===== src/rtl/fetch_pkg.sv =====
// Shared definitions for the instruction fetch stage: state encoding, default widths
// and the width of one buffered {pc, instr} entry.
package fetch_pkg;

    localparam int unsigned PC_W_DEFAULT    = 5;
    localparam int unsigned INSTR_W_DEFAULT = 16;
    localparam int unsigned ENTRY_W_DEFAULT = PC_W_DEFAULT + INSTR_W_DEFAULT;

    typedef enum logic [1:0] {
        StIdle = 2'd0,
        StWait = 2'd1,
        StDrop = 2'd2
    } fetch_state_e;

    function automatic int unsigned entry_width(input int unsigned pc_w,
                                                input int unsigned instr_w);
        return pc_w + instr_w;
    endfunction

endpackage


===== src/rtl/fetch_buffer.sv =====
// Small synchronous FIFO holding fetched {pc, instr} entries; head is read straight
// from storage, so a pushed entry becomes visible one cycle after the push.
module fetch_buffer
    import fetch_pkg::*;
#(
    parameter int unsigned DEPTH = 2,
    parameter int unsigned WIDTH = ENTRY_W_DEFAULT
) (
    input  logic                       clk,
    input  logic                       reset,
    input  logic                       push,
    input  logic [WIDTH-1:0]           push_data,
    input  logic                       pop,
    input  logic                       clear,
    output logic [$clog2(DEPTH+1)-1:0] count,
    output logic [WIDTH-1:0]           head
);

    localparam int unsigned PTR_W = (DEPTH > 1) ? $clog2(DEPTH) : 1;
    localparam int unsigned CNT_W = $clog2(DEPTH + 1);
    localparam logic [PTR_W-1:0] LAST_PTR = PTR_W'(DEPTH - 1);
    localparam logic [CNT_W-1:0] FULL_CNT = CNT_W'(DEPTH);

    logic [WIDTH-1:0] mem_q [DEPTH];
    logic [PTR_W-1:0] rd_ptr_q;
    logic [PTR_W-1:0] wr_ptr_q;
    logic [CNT_W-1:0] count_q;
    logic             do_push;
    logic             do_pop;

    function automatic logic [PTR_W-1:0] ptr_inc(input logic [PTR_W-1:0] ptr);
        return (ptr == LAST_PTR) ? '0 : ptr + 1'b1;
    endfunction

    assign do_pop  = pop & (count_q != '0);
    // Space is normally reserved upstream; the full guard only protects storage.
    assign do_push = push & ((count_q != FULL_CNT) | do_pop);

    always_ff @(posedge clk or negedge reset) begin
        if (!reset) begin
            rd_ptr_q <= '0;
            wr_ptr_q <= '0;
            count_q  <= '0;
            for (int i = 0; i < int'(DEPTH); i++) begin
                mem_q[i] <= '0;
            end
        end else if (clear) begin
            rd_ptr_q <= '0;
            wr_ptr_q <= '0;
            count_q  <= '0;
        end else begin
            if (do_push) begin
                mem_q[wr_ptr_q] <= push_data;
                wr_ptr_q        <= ptr_inc(wr_ptr_q);
            end
            if (do_pop) begin
                rd_ptr_q <= ptr_inc(rd_ptr_q);
            end
            if (do_push && !do_pop) begin
                count_q <= count_q + 1'b1;
            end else if (do_pop && !do_push) begin
                count_q <= count_q - 1'b1;
            end
        end
    end

    assign count = count_q;
    assign head  = mem_q[rd_ptr_q];

endmodule


===== src/rtl/instr_fetch_stage.sv =====
// Fetch stage: accepts a PC, issues one request to instruction memory at a time and
// queues returned instructions, tagged with their PC, for decode. flush drops everything.
module instr_fetch_stage
    import fetch_pkg::*;
#(
    parameter int unsigned PC_W    = PC_W_DEFAULT,
    parameter int unsigned INSTR_W = INSTR_W_DEFAULT,
    parameter int unsigned DEPTH   = 2
) (
    input  logic               clk,
    input  logic               reset,
    input  logic [PC_W-1:0]    pc,
    input  logic               pc_valid,
    output logic               pc_ready,
    output logic               mem_req,
    output logic [PC_W-1:0]    mem_addr,
    input  logic               mem_ack,
    input  logic [INSTR_W-1:0] mem_rdata,
    input  logic               flush,
    output logic               out_valid,
    output logic [INSTR_W-1:0] out_instr,
    output logic [PC_W-1:0]    out_pc,
    input  logic               out_ready
);

    localparam int unsigned ENTRY_W = entry_width(PC_W, INSTR_W);
    localparam int unsigned CNT_W   = $clog2(DEPTH + 1);
    localparam logic [CNT_W-1:0] DEPTH_CNT = CNT_W'(DEPTH);

    fetch_state_e     state_q;
    fetch_state_e     state_d;
    logic             mem_req_q;
    logic             mem_req_d;
    logic [PC_W-1:0]  mem_addr_q;
    logic [PC_W-1:0]  mem_addr_d;
    logic             buf_push;
    logic             buf_pop;
    logic [CNT_W-1:0] buf_count;
    logic [ENTRY_W-1:0] buf_head;

    // Reset gates pc_ready directly so upstream never sees a handshake while held in reset.
    assign pc_ready = reset & (state_q == StIdle) & (buf_count < DEPTH_CNT) & ~flush;

    always_comb begin
        state_d    = state_q;
        mem_req_d  = mem_req_q;
        mem_addr_d = mem_addr_q;
        buf_push   = 1'b0;
        case (state_q)
            StIdle: begin
                if (pc_valid && pc_ready) begin
                    mem_addr_d = pc;
                    mem_req_d  = 1'b1;
                    state_d    = StWait;
                end
            end
            StWait: begin
                if (mem_ack) begin
                    buf_push  = ~flush;
                    mem_req_d = 1'b0;
                    state_d   = StIdle;
                end else if (flush) begin
                    state_d = StDrop;
                end
            end
            StDrop: begin
                // Request stays up until memory answers; the answer is thrown away.
                if (mem_ack) begin
                    mem_req_d = 1'b0;
                    state_d   = StIdle;
                end
            end
            default: begin
                mem_req_d = 1'b0;
                state_d   = StIdle;
            end
        endcase
    end

    always_ff @(posedge clk or negedge reset) begin
        if (!reset) begin
            state_q    <= StIdle;
            mem_req_q  <= 1'b0;
            mem_addr_q <= '0;
        end else begin
            state_q    <= state_d;
            mem_req_q  <= mem_req_d;
            mem_addr_q <= mem_addr_d;
        end
    end

    assign buf_pop = out_valid & out_ready;

    fetch_buffer #(
        .DEPTH (DEPTH),
        .WIDTH (ENTRY_W)
    ) u_fetch_buffer (
        .clk       (clk),
        .reset     (reset),
        .push      (buf_push),
        .push_data ({mem_addr_q, mem_rdata}),
        .pop       (buf_pop),
        .clear     (flush),
        .count     (buf_count),
        .head      (buf_head)
    );

    assign mem_req   = mem_req_q;
    assign mem_addr  = mem_addr_q;
    assign out_valid = (buf_count != '0);
    assign out_pc    = buf_head[ENTRY_W-1 -: PC_W];
    assign out_instr = buf_head[INSTR_W-1:0];

endmodule


===== config.mk =====
export PLATFORM = sky130hd
export DESIGN_NAME = instr_fetch_stage
export DESIGN_NICKNAME = d
export VERILOG_FILES = /design/src/rtl/fetch_pkg.sv /design/src/rtl/fetch_buffer.sv /design/src/rtl/instr_fetch_stage.sv
export SDC_FILE = /design/constraint.sdc
export NUM_CORES = 1
export LEC_CHECK = 0
export BUFFER_PORTS_ARGS = -buffer_cell sky130_fd_sc_hd__buf_2
export CAP_MARGIN = 40
export CORE_AREA = 2 2 110 112
export CTS_CLUSTER_SIZE = 8
export DETAILED_ROUTE_END_ITERATION = 8
export DIE_AREA = 0 0 112 114
export HOLD_SLACK_MARGIN = 0.03
export PLACE_DENSITY_LB_ADDON = 0.15
export SLEW_MARGIN = 20
export SYNTH_ARGS = -nofsm -noshare
export SYNTH_HDL_FRONTEND = slang
export SYNTH_HIERARCHICAL = 1
export SYNTH_SLANG_ARGS = --single-unit

===== constraint.sdc =====
create_clock -name clk -period 5.95 [get_ports clk]
set_input_delay 0 -clock clk [delete_from_list [all_inputs] [get_ports clk]]
set_output_delay 0 -clock clk [all_outputs]
set_load 0.05 [all_outputs]

==> run_results.csv <==
group,metric,value,unit
global_routing,grt_pass1_wl,9250,microns
logic_synthesis,synth_edf_count,0,
sta,slew-limit-headroom,51.2,%
sta,holdWs,61.3,ps
routing,dr_wl_met3,229,microns
final_layout,antenna_cells,0,
placement,placed_area,0.00307,sq mm
placement,post-dp-hpwl,3890,microns
cts,htree_levels,2,
cts,cts_buffer_depth,2,
job,timing.max_cap.violations,0,
critical_path,reg2reg_setup_slack,3280,ps
placement,place_inst,376,
die,core-area,0.0117,sq mm
logic_synthesis,ys_top_cells_by_area,"dfrtp_1 52%, mux2_2 19%, mux2_4 14%, buf_12 1.5%, ha_1 1.4%",
cts,clk_latency,290,ps
final_layout,drive_gt1_share,54.0,%
logic_synthesis,synth_top_area_share,52.0,%
critical_path,critPathMaxFanout,12,
routing,avgViaCountPerCell,4.03,
critical_path,critPathSlowestCell,"or4b_2",
global_routing,grt_pass1_vias,1764,
sta,hold_violations,0,
min_path,holdCritPathClass,"in -> reg",
cts,clock_sinks,54,
cts,cts_tree,"done",
final_layout,fill_cells,1226,
sta,setup_viol,0,
routing,drtPass1Iterations,3,
sta,worst_pin_slew,732,ps
critical_path,critPathKind,"reg -> reg",
global_routing,antenna_found_initial,0,
power_and_ir_drop,p_leak,1.73,nW
logic_synthesis,synthArstFlopShare,100,%
routing,highest_layer,"met4",
placement,portBuffers,55,
sta,rsz0062_at_grt,"no",
sta,final.setup.worst_slack,3280,ps
critical_path,critPathTopFamily,"simple AND/OR/NAND/NOR gates",
sta,layout_min_cycle_time,2670,ps
routing,drc,0,
critical_path,startpoint_type,"register",
die,initial_core_util,22.2,%
logic_synthesis,yosysMostFrequentCell,"dfrtp_1",
power_and_ir_drop,power,1.59,mW
sta,fin_crit_sh,44.8,%
status,status,"finished, final reports clean",
logic_synthesis,synth_fp_nets,206,
sta,fmax,0.375,GHz
logic_synthesis,synthFlopType,"dfrtp_1",
logic_synthesis,postSynthAreaPerCell,14.8,sq um
die,die_w,112,microns
power_and_ir_drop,power_density,457,mW/mm^2
cts,root_buffer,"clkbuf_16",
global_routing,grt_max_degree,57,
logic_synthesis,synth.distinct_cells,34,
final_layout,area_growth,33.7,%
logic_synthesis,yosysWarnings,6,
routing,route.met2.wl,2520,microns
die,die_h,114,microns
global_routing,grt_overflow_total,0,
logic_synthesis,seq_area_frac_synth,52.0,%
logic_synthesis,yosysTopAreaCell,"dfrtp_1",
logic_synthesis,synth_area,0.00260,sq mm
placement,place_ws,3280,ps
placement,gp_congestion,0.714,
logic_synthesis,ys_top_cells_by_count,"54 x dfrtp_1, 44 x mux2_2, 24 x mux2_4",
sta,final.setup_skew,5.49,ps
cts,cts-buffers-inserted,5,
final_layout,final_cells,408,
routing,wl_per_cell,13.9,microns
final_layout,finalNetCount,290,
die,rows,40,
cts,clkTransAtPathRegs,70,ps
routing,drt_iter0_markers,57,
sta,slew_violations,0,
final_layout,design_area,0.00347,sq mm
critical_path,endpoint_kind,"register",
routing,ant_nets,0,
routing,drt-total-wl,5660,microns
die,num_io_pins,56,
critical_path,arrival,2840,ps
logic_synthesis,synthCells,176,
critical_path,cp.required,6120,ps
critical_path,crit_chain,"inv_1, ha_1, and2b_2, and2_1, or4b_2, buf_16, mux2_4",
die,die_area,0.0128,sq mm
sta,fin_tns_setup,0,ps
cts,cts_resized,0,
critical_path,path_buf_inv,2,
routing,m1WireLength,2870,microns
power_and_ir_drop,irDropWorstVdd,0.229,mV
routing,route.vias.total,1644,
final_layout,utilization,29.7,%
cts,cts_setup_buffers,0,
global_routing,grt.total_usage,9.20,%
critical_path,cpPeakStageDelay,890,ps
cts,cts_hold_buf,24,
logic_synthesis,ys_seq_elements,54,
## tightest hold or removal path: stages
cell and delay, ps:
buf_2 130, a31oi_1 130, a21oi_1 50
## path summary, 6_finish.rpt
path,from,to,cells after the start
worst min-delay path,pc_valid,mem_req,3
worst max-delay path,state_q[1],u_fetch_buffer/mem_q[32],7
worst min register to register,u_fetch_buffer/mem_q[7],u_fetch_buffer/mem_q[7],1
worst max register to register,state_q[1],u_fetch_buffer/mem_q[32],7
max in group asynchronous,reset,mem_addr[2],3
min in group asynchronous,reset,u_fetch_buffer/mem_q[2],3
## state kept, by name, summed over array words and instances (netlist names)
signal                   count
mem_addr                     5
mem_req                      1
state_q                      2
u_fetch_buffer/count         2
u_fetch_buffer/mem_q        42
u_fetch_buffer/rd_ptr_q      1
u_fetch_buffer/wr_ptr_q      1
## report_power, final
part | switching, mW | internal, mW
Combinational | 0.447 | 0.269
Clock | 0.128 | 0.199
Sequential | 0.0695 | 0.475
Total | 0.644 | 0.943
## routing by layer
layer,up-vias,track usage [%]
met5,-,0
met4,0,2.20
met3,2,2.23
met2,37,14.8
met1,810,12.6
li1,795,-
## layout by cell type, fill, tap and decap left out, types with 4 or more instances in the layout
master         instances
buf_2                 55
dfrtp_1               54
mux2_2                44
mux2_4                24
dlygate4sd3_1         24
clkbuf_16              5
inv_1                  4
a21oi_1                4
nor2_1                 4
## final cells by class
cell class,count,area (sq um),share of cell area [%]
sequential,54,1350,38.9
timing repair buffer,84,593,17.1
clock inverter,1,30.0,0.864
inverter,4,15.0,0.432
multi-input combinational,111,1170,33.6
tap,147,184,5.29
clock buffer,7,133,3.82
## logic make-up after synthesis
family / count (synthesis) / synth area share [%]
flip-flops: 54 / 52.0
AO/OA/AOI/OAI: 15 / 3.76
multiplexers: 69 / 33.3
buffers and inverters: 11 / 3.23
AND/OR/NAND/NOR: 23 / 5.92
adder cells (fa/ha/maj): 3 / 1.44
XOR/XNOR: 1 / 0.337
Power figures use the tool's default switching activity.
